$ cat src/rtl/uart_pkg.sv
// Shared types and constants for the buffered UART transmitter.
package uart_pkg;

  localparam int   DATA_BITS = 8;
  localparam logic LINE_IDLE = 1'b1;

  typedef enum logic [2:0] {
    SH_IDLE,
    SH_START,
    SH_DATA,
    SH_PARITY,
    SH_STOP
  } shift_state_e;

  typedef enum logic {
    ACCEPT_IDLE,
    ACCEPT_WAIT_GO_LOW
  } accept_state_e;

  // Even parity: the bit that makes the total count of ones even.
  function automatic logic even_parity(input logic [DATA_BITS-1:0] d);
    return ^d;
  endfunction

endpackage

$ cat src/rtl/uart_tx_buffered_if.sv
// CPU-side go/done enqueue handshake plus FIFO status for the UART transmitter.
interface uart_tx_buffered_if #(
  parameter int FIFO_DEPTH = 4
) ();
  import uart_pkg::*;

  logic                               go;
  logic [DATA_BITS-1:0]               data;
  logic                               done;
  logic                               busy;
  logic [$clog2(FIFO_DEPTH+1)-1:0]    level;

  modport master (output go, data, input done, busy, level);
  modport slave  (input go, data, output done, busy, level);
endinterface

$ cat src/rtl/uart_tx_fifo.sv
// Synchronous FIFO holding bytes queued for transmission; async active-low clear.
module uart_tx_fifo #(
  parameter int DEPTH = 4,
  parameter int WIDTH = 8
) (
  input  logic                           clk,
  input  logic                           rst_n,
  input  logic                           push,
  input  logic [WIDTH-1:0]               push_data,
  input  logic                           pop,
  output logic [WIDTH-1:0]               pop_data,
  output logic                           full,
  output logic                           empty,
  output logic [$clog2(DEPTH+1)-1:0]     level
);
  localparam int PW = (DEPTH > 1) ? $clog2(DEPTH) : 1;
  localparam int LW = $clog2(DEPTH+1);

  logic [WIDTH-1:0] mem_q [DEPTH];
  logic [PW-1:0]    wr_ptr_q, wr_ptr_d;
  logic [PW-1:0]    rd_ptr_q, rd_ptr_d;
  logic [LW-1:0]    level_q, level_d;

  // Advance pointers and occupancy; pointers wrap naturally since DEPTH is a power of two.
  always_comb begin
    wr_ptr_d = wr_ptr_q;
    rd_ptr_d = rd_ptr_q;
    level_d  = level_q;
    if (push) wr_ptr_d = wr_ptr_q + PW'(1);
    if (pop)  rd_ptr_d = rd_ptr_q + PW'(1);
    case ({push, pop})
      2'b10:   level_d = level_q + LW'(1);
      2'b01:   level_d = level_q - LW'(1);
      default: level_d = level_q;
    endcase
  end

  // Pointer and occupancy registers, cleared immediately by reset.
  always_ff @(posedge clk or negedge rst_n) begin
    if (!rst_n) begin
      wr_ptr_q <= '0;
      rd_ptr_q <= '0;
      level_q  <= '0;
    end else begin
      wr_ptr_q <= wr_ptr_d;
      rd_ptr_q <= rd_ptr_d;
      level_q  <= level_d;
    end
  end

  // Storage is not reset; the empty flag keeps stale entries from being read.
  always_ff @(posedge clk) begin
    if (push) mem_q[wr_ptr_q] <= push_data;
  end

  assign pop_data = mem_q[rd_ptr_q];
  assign full     = (level_q == LW'(DEPTH));
  assign empty    = (level_q == '0);
  assign level    = level_q;

endmodule

$ cat src/rtl/uart_tx_buffered.sv
// Buffered UART transmitter: go/done enqueue into a FIFO, 8N1 serialiser drains it.
// Optional feature macro: UART_TX_PARITY_EN adds an even parity bit after data bit 7.
module uart_tx_buffered
  import uart_pkg::*;
#(
  parameter int CLK_FREQ   = 66_000_000,
  parameter int BAUD_RATE  = 9600,
  parameter int FIFO_DEPTH = 4
) (
  input  logic             clk,
  input  logic             rst_n,
  output logic             tx,
  uart_tx_buffered_if.slave bus
);
  localparam int BIT_TIME = CLK_FREQ / BAUD_RATE;
  localparam int CW       = (BIT_TIME > 1) ? $clog2(BIT_TIME) : 1;
  localparam int LW       = $clog2(FIFO_DEPTH+1);
  localparam logic [CW-1:0] CNT_RELOAD = CW'(BIT_TIME - 1);
  localparam logic [2:0]    LAST_BIT   = 3'(DATA_BITS - 1);

  accept_state_e        accept_q, accept_d;
  logic                 done_q, done_d;
  shift_state_e         state_q, state_d;
  logic [DATA_BITS-1:0] shift_q, shift_d;
  logic [CW-1:0]        cnt_q, cnt_d;
  logic [2:0]           bit_idx_q, bit_idx_d;
  logic                 tx_q, tx_d;
  logic                 busy_q, busy_d;

  logic                 push, pop;
  logic [DATA_BITS-1:0] fifo_rdata;
  logic                 fifo_full, fifo_empty;
  logic [LW-1:0]        fifo_level, level_next;

  uart_tx_fifo #(.DEPTH(FIFO_DEPTH), .WIDTH(DATA_BITS)) u_fifo (
    .clk       (clk),
    .rst_n     (rst_n),
    .push      (push),
    .push_data (bus.data),
    .pop       (pop),
    .pop_data  (fifo_rdata),
    .full      (fifo_full),
    .empty     (fifo_empty),
    .level     (fifo_level)
  );

  // Accept one byte per go pulse; a full FIFO stalls the handshake until space frees.
  always_comb begin
    accept_d = accept_q;
    done_d   = done_q;
    push     = 1'b0;
    case (accept_q)
      ACCEPT_IDLE: begin
        if (bus.go && !fifo_full) begin
          push     = 1'b1;
          done_d   = 1'b1;
          accept_d = ACCEPT_WAIT_GO_LOW;
        end
      end
      ACCEPT_WAIT_GO_LOW: begin
        if (!bus.go) begin
          done_d   = 1'b0;
          accept_d = ACCEPT_IDLE;
        end
      end
      default: begin
        done_d   = 1'b0;
        accept_d = ACCEPT_IDLE;
      end
    endcase
  end

  // Serialiser: each line bit lasts BIT_TIME cycles; back-to-back frames chain from STOP.
  always_comb begin
    state_d   = state_q;
    shift_d   = shift_q;
    cnt_d     = cnt_q;
    bit_idx_d = bit_idx_q;
    tx_d      = tx_q;
    pop       = 1'b0;
    case (state_q)
      SH_IDLE: begin
        if (!fifo_empty) begin
          pop     = 1'b1;
          shift_d = fifo_rdata;
          tx_d    = 1'b0;
          cnt_d   = CNT_RELOAD;
          state_d = SH_START;
        end
      end
      SH_START: begin
        if (cnt_q == '0) begin
          tx_d      = shift_q[0];
          cnt_d     = CNT_RELOAD;
          bit_idx_d = 3'd0;
          state_d   = SH_DATA;
        end else begin
          cnt_d = cnt_q - CW'(1);
        end
      end
      SH_DATA: begin
        if (cnt_q == '0) begin
          cnt_d = CNT_RELOAD;
          if (bit_idx_q == LAST_BIT) begin
`ifdef UART_TX_PARITY_EN
            tx_d    = even_parity(shift_q);
            state_d = SH_PARITY;
`else
            tx_d    = LINE_IDLE;
            state_d = SH_STOP;
`endif
          end else begin
            bit_idx_d = bit_idx_q + 3'd1;
            tx_d      = shift_q[bit_idx_d];
          end
        end else begin
          cnt_d = cnt_q - CW'(1);
        end
      end
`ifdef UART_TX_PARITY_EN
      SH_PARITY: begin
        if (cnt_q == '0) begin
          tx_d    = LINE_IDLE;
          cnt_d   = CNT_RELOAD;
          state_d = SH_STOP;
        end else begin
          cnt_d = cnt_q - CW'(1);
        end
      end
`endif
      SH_STOP: begin
        if (cnt_q == '0) begin
          if (!fifo_empty) begin
            pop     = 1'b1;
            shift_d = fifo_rdata;
            tx_d    = 1'b0;
            cnt_d   = CNT_RELOAD;
            state_d = SH_START;
          end else begin
            state_d = SH_IDLE;
          end
        end else begin
          cnt_d = cnt_q - CW'(1);
        end
      end
      default: begin
        tx_d    = LINE_IDLE;
        state_d = SH_IDLE;
      end
    endcase
  end

  // Busy reflects post-edge occupancy and serialiser activity, so compute next-cycle values.
  always_comb begin
    level_next = fifo_level;
    case ({push, pop})
      2'b10:   level_next = fifo_level + LW'(1);
      2'b01:   level_next = fifo_level - LW'(1);
      default: level_next = fifo_level;
    endcase
    busy_d = (level_next != '0) || (state_d != SH_IDLE);
  end

  // All control state; reset truncates any frame in flight and returns the line high.
  always_ff @(posedge clk or negedge rst_n) begin
    if (!rst_n) begin
      accept_q  <= ACCEPT_IDLE;
      done_q    <= 1'b0;
      state_q   <= SH_IDLE;
      shift_q   <= '0;
      cnt_q     <= '0;
      bit_idx_q <= '0;
      tx_q      <= LINE_IDLE;
      busy_q    <= 1'b0;
    end else begin
      accept_q  <= accept_d;
      done_q    <= done_d;
      state_q   <= state_d;
      shift_q   <= shift_d;
      cnt_q     <= cnt_d;
      bit_idx_q <= bit_idx_d;
      tx_q      <= tx_d;
      busy_q    <= busy_d;
    end
  end

  assign tx        = tx_q;
  assign bus.done  = done_q;
  assign bus.busy  = busy_q;
  assign bus.level = fifo_level;

endmodule
$ cat src/flat_wrapper.sv
// flat-port wrapper written by rule: the top's interface ports become plain ports
module uart_tx_buffered_flat import uart_pkg::*;
#(
  parameter int CLK_FREQ   = 66_000_000,
  parameter int BAUD_RATE  = 9600,
  parameter int FIFO_DEPTH = 4
)
  (clk, rst_n, tx, bus_go, bus_data, bus_done, bus_busy, bus_level);
  uart_tx_buffered_if #(.FIFO_DEPTH(FIFO_DEPTH)) bus_i ();
  input  logic clk;
  input  logic rst_n;
  output logic tx;
  input wire logic [$bits(bus_i.go)-1:0] bus_go;
  input wire logic [$bits(bus_i.data)-1:0] bus_data;
  output wire logic [$bits(bus_i.done)-1:0] bus_done;
  output wire logic [$bits(bus_i.busy)-1:0] bus_busy;
  output wire logic [$bits(bus_i.level)-1:0] bus_level;
  assign bus_i.go = bus_go;
  assign bus_i.data = bus_data;
  assign bus_done = bus_i.done;
  assign bus_busy = bus_i.busy;
  assign bus_level = bus_i.level;
  uart_tx_buffered #(.CLK_FREQ(CLK_FREQ), .BAUD_RATE(BAUD_RATE), .FIFO_DEPTH(FIFO_DEPTH)) u_core (.clk(clk), .rst_n(rst_n), .tx(tx), .bus(bus_i));
endmodule
$ cat config.mk
export PLATFORM = sky130hd
export DESIGN_NAME = uart_tx_buffered_flat
export DESIGN_NICKNAME = d
export VERILOG_FILES = /design/src/rtl/uart_pkg.sv /design/src/rtl/uart_tx_buffered_if.sv /design/src/rtl/uart_tx_fifo.sv /design/src/rtl/uart_tx_buffered.sv /design/src/flat_wrapper.sv
export SDC_FILE = /design/constraint.sdc
export NUM_CORES = 1
export LEC_CHECK = 0
export ABC_CLOCK_PERIOD_IN_PS = 3950
export BUFFER_PORTS_ARGS = -buffer_cell sky130_fd_sc_hd__buf_2
export CAP_MARGIN = 40
export CELL_PAD_IN_SITES_DETAIL_PLACEMENT = 1
export CELL_PAD_IN_SITES_GLOBAL_PLACEMENT = 1
export CORE_MARGIN = 2
export CORE_UTILIZATION = 50
export CTS_BUF_LIST = sky130_fd_sc_hd__clkbuf_16
export DETAILED_ROUTE_END_ITERATION = 8
export PLACE_DENSITY = 0.76
export SETUP_SLACK_MARGIN = 0.15
export SKIP_LAST_GASP = 1
export SLEW_MARGIN = 25
export SYNTH_ARGS = -nofsm -noshare
export SYNTH_HDL_FRONTEND = slang
export SYNTH_SLANG_ARGS = --single-unit
export TNS_END_PERCENT = 1
$ cat constraint.sdc
create_clock -name clk -period 3.95 [get_ports clk]
set_input_delay 0.1975 -clock clk [delete_from_list [all_inputs] [get_ports clk]]
set_output_delay 0.1975 -clock clk [all_outputs]
set_load 0.05 [all_outputs]
==> impl_metrics.ini <==
[run_status]
status = complete, no violations

[clock_network]
cts-root-buf = clkbuf_16
clockBufferDepth = 2
cts.sinks = 70
clk_transition_reported_paths_ps = 60
htreeDepth = 3
cts_resized = 0
worstSkewPairLatency_ps = 330
numCtsBuffers = 9
cts_tree = yes

[routing]
wl_per_cell_um = 20.9
remaining_drc_errors = 0
vias = 2255
drt_iter0_markers = 107
postRouteAntennaNets = 0
via_per_inst = 6.05
dr.pass1.iters = 4
wirelength_mm = 7.78

[timing]
drv_slew = 0
fmax_mhz = 298
hold_slack_ps = 75.6
period_needed_ps = 3350
setup_viol = 0
grt_setup_unrepaired = false
maxSlewHeadroom_pct = 41.4
clock_skew_ps = 7.51
finalSetupTns_ps = 0
hold_viol_final = 0
worst_slew_pin_slew_ps = 870
finalCritPeriodShare_pct = 84.9

[global_route]
grt_pass1_wl_mm = 12.7
grt.total_usage_pct = 22.9
overflow = 0
antenna_found_initial = 0
grt_pass1_vias = 2433
grt_start_max_net_pins = 25

[logic_synthesis]
synth_area_leaders = edfxtp_1, dfrtp_1, mux4_2
ys_warn_count = 0
yosysMostFrequentCell = dfrtp_1
synth.distinct_cells = 61
synth.yosys.seq_area_share_pct = 56.4
yosysTopAreaCellShare_pct = 28.3
netlist_top_cells_count = dfrtp_1, edfxtp_1, a21oi_1
synth_cells = 267
synthArstFlopShare_pct = 54.3
synthFlopType = dfrtp_1
avgSynthCellArea_um2 = 12.7
yosys.area.top_type = edfxtp_1
synth-edff-count = 32
synth_nets = 287
synthesis.area_um2 = 3390
synth-seq-cells = 70

[critical_path]
crit_slowest_cell = and4_1
crit_required_ps = 4150
max_stage_delay_ps = 440
crit_chain = inv_1, ha_1, nor4b_4, and4_1, o211ai_2, clkinv_2, ha_1, inv_1, fa_1, xor2_1, nor2_1, xor2_1, nor3_1, nand2_1
end_kind = flip-flop
path_buf_inv = 3
crit_fanout = 10
critPathKind = reg2reg
cp.arrival_ps = 3550
critPathLaunchType = flip-flop
critical_path.top_delay_family = simple AND/OR/NAND/NOR gates

[placement]
gp_congestion = 0.826
port-buffer-count = 16
dpl.hpwl_mm = 5.19

[floorplan]
initial_core_util_pct = 50.7
core_um2 = 6680
die-area_um2 = 7450
num_rows = 30
die_x_um = 86.3
dieHeight_um = 86.3
io_pins = 17

[finish]
num_antenna_cells = 0
drive_gt1_share_pct = 18.8
synthToLayoutAreaGrowth_pct = 13.3
nets = 308

[power]
irDropWorstVdd_mv = 0.454
power.density_nw_per_um2 = 668
leakage_nw = 1.47

[hold_path]
hold_path.class = in2reg

[flow_run]
cap_viol_max_count = 0
## worst reg2reg max path: stages, from the launching register on
cell	delay, ps
dfrtp_1	400
inv_1	70
ha_1	230
nor4b_4	410
and4_1	440
o211ai_2	170
clkinv_2	220
ha_1	230
inv_1	60
fa_1	380
xor2_1	160
nor2_1	70
xor2_1	160
nor3_1	140
nand2_1	70
## placed cells by master, fill, tap and decap left out, types with 3 or more instances in the layout
| cell type | n |
|---|---|
| buf_2 | 16 |
| o21ai_1 | 4 |
| nand2b_1 | 3 |
| mux2_1 | 8 |
| dfrtp_1 | 37 |
| nand3_1 | 5 |
| clkinv_2 | 3 |
| a22o_1 | 3 |
| xnor2_1 | 5 |
| mux2i_1 | 4 |
| mux4_2 | 8 |
| or3_1 | 4 |
| clkbuf_16 | 9 |
| nor3_1 | 10 |
| nor2_1 | 13 |
| and2_1 | 4 |
| a21oi_1 | 16 |
| a31oi_1 | 8 |
| ha_1 | 8 |
| nor4_1 | 7 |
| nand4_1 | 3 |
| nand2_1 | 12 |
| inv_1 | 13 |
| buf_4 | 3 |
| edfxtp_1 | 32 |
| a211oi_1 | 3 |
| o21ai_0 | 4 |
## cells by family after synthesis
| group | after synthesis | share of synthesized area [%] |
|---|---|---|
| compound gates | 56 | 11.0 |
| xor+xnor | 7 | 1.81 |
| fa+ha+maj | 9 | 3.54 |
| buf+inv | 26 | 3.10 |
| flops | 70 | 56.4 |
| mux | 21 | 9.49 |
| simple gates | 78 | 14.6 |
## per-layer routing
layer  share of wire, %  vias up  GRT usage [%]
met5                  0        -              0
met4                2.0        0           11.2
met3                2.8       11           3.52
met2                 52       38           38.3
met1                 44     1142           29.3
li1                   -     1064              -
## sequential cells by signal (all words and copies together), names as in the netlist, 2 cells and up
name,cells
u_core.u_fifo.mem_q,32
u_core.cnt_q,13
u_core.shift_q,8
u_core.bit_idx_q,3
u_core.state_q,3
u_core.u_fifo.level,3
u_core.u_fifo.rd_ptr_q,2
u_core.u_fifo.wr_ptr_q,2
## final timing paths
check	start	endpoint	slack (ps)	depth (start not counted)
worst max-delay path	u_core.cnt_q[0]	u_core.bus.busy	600	14
worst min-delay path	bus_data[4]	u_core.u_fifo.mem_q[0][4]	80	1
worst max register to register	u_core.cnt_q[0]	u_core.bus.busy	600	14
worst min register to register	u_core.accept_q	u_core.bus.done	470	1
max in group asynchronous	rst_n	u_core.tx	3090	3
min in group asynchronous	rst_n	u_core.u_fifo.rd_ptr_q[1]	330	2
## power by group
part           total, W  internal (W)  switching [W]
registers       0.00117      0.000949       0.000216
clock network  0.000719      0.000418       0.000301
logic          0.000681      0.000304       0.000377
## per-stage QoR
stage / cells / total power [W] / cell area (um2) / setup slack (ps) / utilization, %
6_report: 373 / 0.00257 / 3840 / 598 / 57.5
5_1_grt: 373 / 0.00270 / 3840 / 318 / 57.5
4_1_cts: 373 / 0.00259 / 3840 / 590 / 57.5
3_5_place_dp: 356 / 0.00185 / 3560 / 616 / 53.4
3_3_place_gp: 355 / 0.00179 / 3540 / 809 / 53.1
2_1_floorplan: 267 / 0.00164 / 3390 / 1050 / -
## final cells by class
cell class / instances / area, um2
clock inverters: 7 / 41.3
multi-input cells: 171 / 1370
clock buffers: 9 / 225
inverters: 15 / 57.6
flip-flops and latches: 70 / 1910
repair buffers: 21 / 133
well taps: 80 / 100
fillers: 687 / 2840
## timing repair
| action | in CTS | in global routing |
|---|---|---|
| hold buffers | 1 | 0 |
| setup endpoints to repair | 0 | 0 |
| setup buffers | 0 | 0 |
| hold endpoints to repair | 14 | 0 |
Note: power is estimated with default switching activity, not from simulation.
